===== src/rtl/piso_tx.sv =====
// Parallel-in serial-out transmitter: takes a WIDTH-bit word on a valid/ready
// handshake and shifts it out one bit per clock, flagging the first bit of each word.
module piso_tx #(
  parameter int WIDTH     = 4,
  parameter bit MSB_FIRST = 1'b1
) (
  input  logic             clk,
  input  logic             rst,
  input  logic [WIDTH-1:0] din,
  input  logic             din_valid,
  output logic             din_ready,
  output logic             sout,
  output logic             sout_valid,
  output logic             frame_start,
  output logic             busy
);

  localparam int CNT_W = $clog2(WIDTH);
  localparam logic [CNT_W-1:0] CNT_LAST = CNT_W'(WIDTH - 1);

  typedef enum logic {
    IDLE,
    SHIFT
  } state_t;

  state_t           state_q, state_d;
  logic [CNT_W-1:0] cnt_q, cnt_d;
  logic [WIDTH-1:0] shreg_q, shreg_d;
  logic             sout_q, sout_d;
  logic             sout_valid_q, sout_valid_d;
  logic             frame_start_q, frame_start_d;
  logic             accept;
  logic             first_bit;
  logic             next_bit;
  logic [WIDTH-1:0] shreg_adv;

  // The word sits in shreg aligned so that the bit now on sout is at the
  // leading end; advancing shifts the next bit into that position.
  assign first_bit = MSB_FIRST ? din[WIDTH-1] : din[0];
  assign next_bit  = MSB_FIRST ? shreg_q[WIDTH-2] : shreg_q[1];
  assign shreg_adv = MSB_FIRST ? (shreg_q << 1) : (shreg_q >> 1);

  assign din_ready = (state_q == IDLE) || (cnt_q == CNT_LAST);
  assign accept    = din_valid && din_ready;

  always_comb begin
    state_d       = state_q;
    cnt_d         = cnt_q;
    shreg_d       = shreg_q;
    sout_d        = sout_q;
    sout_valid_d  = sout_valid_q;
    frame_start_d = 1'b0;
    if (accept) begin
      state_d       = SHIFT;
      cnt_d         = '0;
      shreg_d       = din;
      sout_d        = first_bit;
      sout_valid_d  = 1'b1;
      frame_start_d = 1'b1;
    end else begin
      case (state_q)
        SHIFT: begin
          if (cnt_q != CNT_LAST) begin
            cnt_d   = cnt_q + 1'b1;
            shreg_d = shreg_adv;
            sout_d  = next_bit;
          end else begin
            state_d      = IDLE;
            sout_d       = 1'b0;
            sout_valid_d = 1'b0;
          end
        end
        default: ;
      endcase
    end
  end

  always_ff @(posedge clk or negedge rst) begin
    if (!rst) begin
      state_q       <= IDLE;
      cnt_q         <= '0;
      shreg_q       <= '0;
      sout_q        <= 1'b0;
      sout_valid_q  <= 1'b0;
      frame_start_q <= 1'b0;
    end else begin
      state_q       <= state_d;
      cnt_q         <= cnt_d;
      shreg_q       <= shreg_d;
      sout_q        <= sout_d;
      sout_valid_q  <= sout_valid_d;
      frame_start_q <= frame_start_d;
    end
  end

  assign sout        = sout_q;
  assign sout_valid  = sout_valid_q;
  assign frame_start = frame_start_q;
  assign busy        = (state_q == SHIFT);

endmodule


===== config.mk =====
export PLATFORM = sky130hd
export DESIGN_NAME = piso_tx
export DESIGN_NICKNAME = d
export VERILOG_FILES = /design/src/rtl/piso_tx.sv
export SDC_FILE = /design/constraint.sdc
export NUM_CORES = 1
export LEC_CHECK = 0
export ABC_AREA = 1
export BUFFER_PORTS_ARGS = -buffer_cell sky130_fd_sc_hd__buf_2
export CORE_MARGIN = 2
export CORE_UTILIZATION = 30
export DETAILED_ROUTE_END_ITERATION = 8
export SYNTH_ARGS = -nofsm -noshare
export SYNTH_HDL_FRONTEND = slang
export SYNTH_SLANG_ARGS = --single-unit

===== constraint.sdc =====
create_clock -name clk -period 1.4 [get_ports clk]
set_clock_uncertainty 0.2 [all_clocks]
set_input_delay 0.07 -clock clk [delete_from_list [all_inputs] [get_ports clk]]
set_output_delay 0.07 -clock clk [all_outputs]
set_load 0.02 [all_outputs]

==> results of run 1 <==
==> layer usage <==
| metal | part of all wire | wire [um] | global-route usage | vias to the layer above |
|---|---|---|---|---|
| met5 | 0 | 0 | 0 | - |
| met4 | 0.010 | 8 | 0.0750 | 0 |
| met3 | 0.074 | 59 | 0.0978 | 2 |
| met2 | 0.48 | 382 | 0.230 | 10 |
| met1 | 0.44 | 349 | 0.123 | 158 |
| li1 | - | - | - | 187 |
==> synth_stat cells <==
| cell type | instances | area (um2) |
|---|---|---|
| inv_1 | 3 | 11.3 |
| nand2_4 | 2 | 22.5 |
| nand3_1 | 5 | 25.0 |
| dfrtp_1 | 9 | 225 |
| ha_1 | 1 | 12.5 |
| nor2_4 | 2 | 22.5 |
| inv_2 | 3 | 11.3 |
| nand2_1 | 18 | 67.6 |
| o21ai_0 | 1 | 5.00 |
| o21ai_1 | 1 | 5.00 |
==> registers in the layout (all words and copies together) (netlist names) <==
signal       count
sout             1
shreg_q          3
cnt_q            2
busy             1
frame_start      1
sout_valid       1
==> through the flow <==
stage | setup slack [ps] | util
CTS | 0.558 | 0.470
detailed placement | 51.2 | 0.375
floorplan | 71.4 | -
finish | 17.0 | 0.479
global placement | 60.4 | 0.375
global route | -45.3 | 0.479
==> repair_timing <==
item,in CTS,in global routing
hold buffers,7,0
pin swaps,1,5
gates resized for setup,4,2
buffers inserted,1,2
endpoints found under the setup margin,1,15
endpoints found under the hold margin,18,0
==> where the power goes <==
group          switching, mW  leakage [nW]  internal [mW]  total (mW)
clock                 0.0895        0.0150          0.110       0.199
combinational          0.337         0.199          0.280       0.617
sequential            0.0738         0.112          0.366       0.440
total                  0.500         0.326          0.756        1.26
==> worst reg2reg max path, stage by stage (launching register included) <==
cell and delay, ps:
dfrtp_1 420, ha_4 190, buf_6 110, nor2_4 130, nor2_4 80, nand2_1 60
o21ai_1 60
==> final timing paths <==
path                                              from                     end  slack [ps]  cells past startpoint
min in group clk                shreg_q[0]$_DFFE_PN0P_  shreg_q[1]$_DFFE_PN0P_         280                      2
worst max-delay path              cnt_q[0]$_DFFE_PN0P_               din_ready          20                      4
worst min-delay path                               rst        sout$_DFFE_PN0P_          -6                      2
worst min register to register  shreg_q[0]$_DFFE_PN0P_  shreg_q[1]$_DFFE_PN0P_         280                      2
max in group asynchronous                          rst    cnt_q[1]$_DFFE_PN0P_         820                      2
worst max register to register    cnt_q[0]$_DFFE_PN0P_    cnt_q[0]$_DFFE_PN0P_          40                      6
==> layout by cell type, fill, tap and decap left out, types with 2 or more instances in the layout <==
cell | synthesis | layout
nand2_1 | 18 | 18
buf_2 | 0 | 10
dfrtp_1 | 9 | 9
dlygate4sd3_1 | 0 | 6
nand3_1 | 5 | 5
inv_1 | 3 | 3
clkbuf_4 | 0 | 3
nand2_4 | 2 | 2
inv_2 | 3 | 2
nor2_4 | 2 | 2
buf_6 | 0 | 2
buf_4 | 0 | 2
==> kinds of logic after synthesis <==
group | share of synthesized area
fa+ha+maj | 0.0307
flops | 0.552
compound gates | 0.0245
buf+inv | 0.0552
simple gates | 0.337
==> area by class of cell <==
class | instances | area share
inverters | 6 | 0.0407
repair buffers | 20 | 0.240
multi-input cells | 30 | 0.280
flip-flops and latches | 9 | 0.366
clock buffers | 4 | 0.0427
well taps | 15 | 0.0305
==> impl_results.md, run 1 <==
* Num ports at 12
* TritonCTS buffer count at 3
* Crit share post-route at 0.988
* Die Width at 40.9 um
* Max-cap violations at 0
* Final Setup Violations at 0
* HP Class: in2async
* Placed insts at 71
* Synthesized net count at 53
* Starting density of the core at 0.317
* Sequential Area at 225 um2
* Peak supply drop at 0.835 mV
* Mapped Area at 408 um2
* P_leak at 0.326 nW
* Iter 0 DRT Violations at 5
* Fill cell count at 119
* Syn_area_per_cell at 9.06 um2
* Die Footprint at 0.00167 mm2
* Largest net degree at the start of global routing at 10
* Share of cells above drive strength 1 at 0.362
* Post-route insts no fill at 84
* CTS tree: yes
* Area of the multi-input gates at 173 um2
* DR vias at 357
* Post-route cell area at 616 um2
* DR WL/cell at 9.51 um
* Pins Over Slew Limit at 0
* Worst setup EP type: output pin
* Clk_lat worst skew at 250 ps
* Placed Area at 482 um2
* Max Fclk at 723 MHz
* Number of global-route vias before repair at 357
* Synthesized flop and latch total at 9
* Routed WL at 799 um
* Layout area overhead at 50.9%
* Worst-path fanout max at 4
* Worst setup SP type: flip-flop
* Final ANT Viol Nets at 0
* Critical path's slowest cell: dfrtp_1
* Initial antenna violation count at 0
* DRC viols at 0
* Failing checks: hold timing
* Post-synthesis sequential area ratio at 0.552
* Worst Path Arrival at 1110 ps
* RSZ-0062 raised after global routing: yes
* Pwr/cell area at 2040 mW/mm2
* CTS H-Tree Depth at 1
* Hold violation count in the final report at 5
* Crit path required time at 1130 ps
* FP Rows at 13
* Hold WS at -5.83 ps
* DIE HEIGHT at 40.9 um
* Tightest Pin Transition at 210 ps
* Setup TNS at 0 ps
* Syn Inst Count at 45
* Pre-antenna DRT Iters at 2
* First-pass GRT wire length at 1360 um
* Total core area at 0.00128 mm2
* Cell variety after synth at 10
* IO buf count at 11
* Hpwl dp at 554 um
* All-Layer GR Usage at 0.139
* Worst path cell trace: ha_4 -> inv_4 -> nand2_4 -> buf_6
* Worst slew margin at 0.860
* Critical path type: reg2out
* Critical Path Max Stage Delay at 420 ps
* Total gr overflow at 0
* Critical path's top delay family: flip-flops
* Synth Warn # at 0
* CTS Root Buffer Type: clkbuf_4
* Sink Count at 9
* Min Tclk post-route at 1380 ps
* Placer congestion estimate at 0.653
* Final net count at 78
* Overall power at 1.26 mW
* Drt via density at 4.25
* WP buf/inv at 2
* CTS clock-pin slew for the worst setup and hold paths at 60 ps
* Status: finished, violations left
* ANT cells at 0
* Clock Path Buffers at 2
Note: power is estimated with default switching activity, not from simulation.
==> inputs of run 2 (changes only) <==
Settings changed: PLACE_DENSITY from default to 0.47.
==> run 2 against run 1 <==
Net effect: the flow still finishes with violations (hold timing); final cell count rose by 1.2%; worst setup slack got worse by 3.8 ps; non-clock buffer count rose by 1; sequential share of layout area rose by 0.53 points; combinational power fell by 2%; global-route usage rose by 0.097 points; highest routed layer unchanged; die area did not move; final area fell by 1.4%; first-iteration DRC count rose by 40%; register-to-register slack barely moved; count of clock-buffer cells in the layout did not move; fmax fell by 0.27%.
==> impl_results.md, run 2 (same netlist as run 1, synthesis figures left out) <==
* Critical path type: reg2out
* Crit share post-route at 0.991
* DR WL/cell at 10.2 um
* Critical path's slowest cell: dfrtp_1
* Initial antenna violation count at 0
* Peak supply drop at 1.21 mV
* Final net count at 79
* Worst setup SP type: flip-flop
* Placed Area at 482 um2
* DR vias at 362
* Largest net degree at the start of global routing at 10
* Final Setup Violations at 0
* Worst setup EP type: output pin
* Hpwl dp at 572 um
* Worst slew margin at 0.850
* CTS clock-pin slew for the worst setup and hold paths at 60 ps
* Top reg by flops: shreg_q
* Clock Path Buffers at 2
* Pre-antenna DRT Iters at 2
* Clk_lat worst skew at 260 ps
* Max Fclk at 721 MHz
* Post-route cell area at 607 um2
* Worst path cell trace: ha_2 -> inv_2 -> nand2_4 -> buf_6
* First-pass GRT wire length at 1370 um
* Die Footprint at 0.00167 mm2
* Worst Path Arrival at 1120 ps
* Layout area overhead at 48.8%
* CTS H-Tree Depth at 1
* Drt via density at 4.26
* FP Rows at 13
* Sink Count at 9
* IO buf count at 11
* ANT cells at 0
* TritonCTS buffer count at 3
* HP Class: in2async
* Hold WS at -9.10 ps
* Hold violation count in the final report at 9
* Most common cell after layout, fill and taps aside: nand2_1
* Most frequent cells in the layout: 18 x nand2_1, 10 x buf_2, 9 x dfrtp_1
* CTS Root Buffer Type: clkbuf_4
* Largest regs: shreg_q x3, cnt_q x2
* CTS tree: yes
* Num ports at 12
* Iter 0 DRT Violations at 7
* Number of global-route vias before repair at 344
* Total gr overflow at 0
* Max FFs per register at 3
* Min Tclk post-route at 1390 ps
* Worst-path fanout max at 4
* All-Layer GR Usage at 0.140
* Fill cell count at 128
* Tightest Pin Transition at 224 ps
* Critical path's top delay family: flip-flops
* DIE HEIGHT at 40.9 um
* Share of cells above drive strength 1 at 0.371
* Max-cap violations at 0
* Failing checks: hold timing
* R2R cell count at 6
* RSZ-0062 raised after global routing: yes
* Total core area at 0.00128 mm2
* DRC viols at 0
* Pins Over Slew Limit at 0
* Pwr/cell area at 2030 mW/mm2
* Critical Path Max Stage Delay at 390 ps
* Final ANT Viol Nets at 0
* Die Width at 40.9 um
* WP buf/inv at 2
* Routed WL at 871 um
* CP Depth at 4
* Starting density of the core at 0.317
* P_leak at 0.329 nW
* Crit path required time at 1130 ps
* Placer congestion estimate at 0.652
* Status: finished, violations left
==> run 2: final timing paths <==
kind                                           start                endpoint  slack (ps)
max in group asynchronous                        rst    cnt_q[1]$_DFFE_PN0P_         820
worst max-delay path            cnt_q[0]$_DFFE_PN0P_               din_ready          10
worst max register to register  cnt_q[0]$_DFFE_PN0P_  shreg_q[1]$_DFFE_PN0P_          40
min in group clk                cnt_q[0]$_DFFE_PN0P_    cnt_q[0]$_DFFE_PN0P_         280
worst min register to register  cnt_q[0]$_DFFE_PN0P_    cnt_q[0]$_DFFE_PN0P_         280
worst min-delay path                             rst   frame_start$_DFF_PN0_          -9
==> run 2: per-layer routing <==
layer,up-vias,routed length (um),GRT usage
met2,9,435,0.223
met3,2,55,0.0978
met4,0,7,0.0500
met1,162,373,0.142
met5,-,0,0
li1,189,-,-
==> run 2: layout make-up <==
| type | count | area [um2] | share of cell area |
|---|---|---|---|
| Sequential cell | 9 | 225 | 0.371 |
| Multi-Input combinational cell | 30 | 163 | 0.268 |
| Timing Repair Buffer | 21 | 151 | 0.249 |
| Clock buffer | 4 | 26.3 | 0.0433 |
| Inverter | 6 | 22.5 | 0.0371 |
| Tap cell | 15 | 18.8 | 0.0309 |
==> run 2: stage by stage <==
| step | cells | total power [mW] | util | setup TNS [ps] | worst slack [ps] |
|---|---|---|---|---|---|
| after global routing | 85 | 1.34 | 0.472 | -99.0 | -32.0 |
| after global placement | 71 | 0.923 | 0.375 | 0 | 49.9 |
| after detailed placement | 71 | 0.926 | 0.375 | 0 | 44.3 |
| final | 85 | 1.23 | 0.472 | 0 | 13.2 |
| after CTS | 84 | 1.21 | 0.468 | 0 | 3.09 |
| after floorplan | 45 | 0.787 | - | 0 | 71.4 |
==> run 2: worst reg2reg max path, delay by kind of cell, from the launching register on <==
kind,cells,cell delay [ps]
flip-flops,1,390
adder cells (fa/ha/maj),1,190
AND/OR/NAND/NOR,4,330
buffers and inverters,1,140
==> run 2: where the power goes <==
group          total, mW  switching, mW  leakage, nW  internal, mW
registers          0.425         0.0588        0.112         0.366
logic              0.605          0.344        0.203         0.261
clock network      0.203         0.0932       0.0150         0.110
total               1.23          0.496        0.329         0.737
==> run 2: what timing repair did <==
action / CTS / global route
hold buffers: 7 / 0
resized for setup: 3 / 0
pin swaps: 1 / 1
buffers inserted: 2 / 2
endpoints found under the hold margin: 18 / 0
setup endpoints to repair: 1 / 15
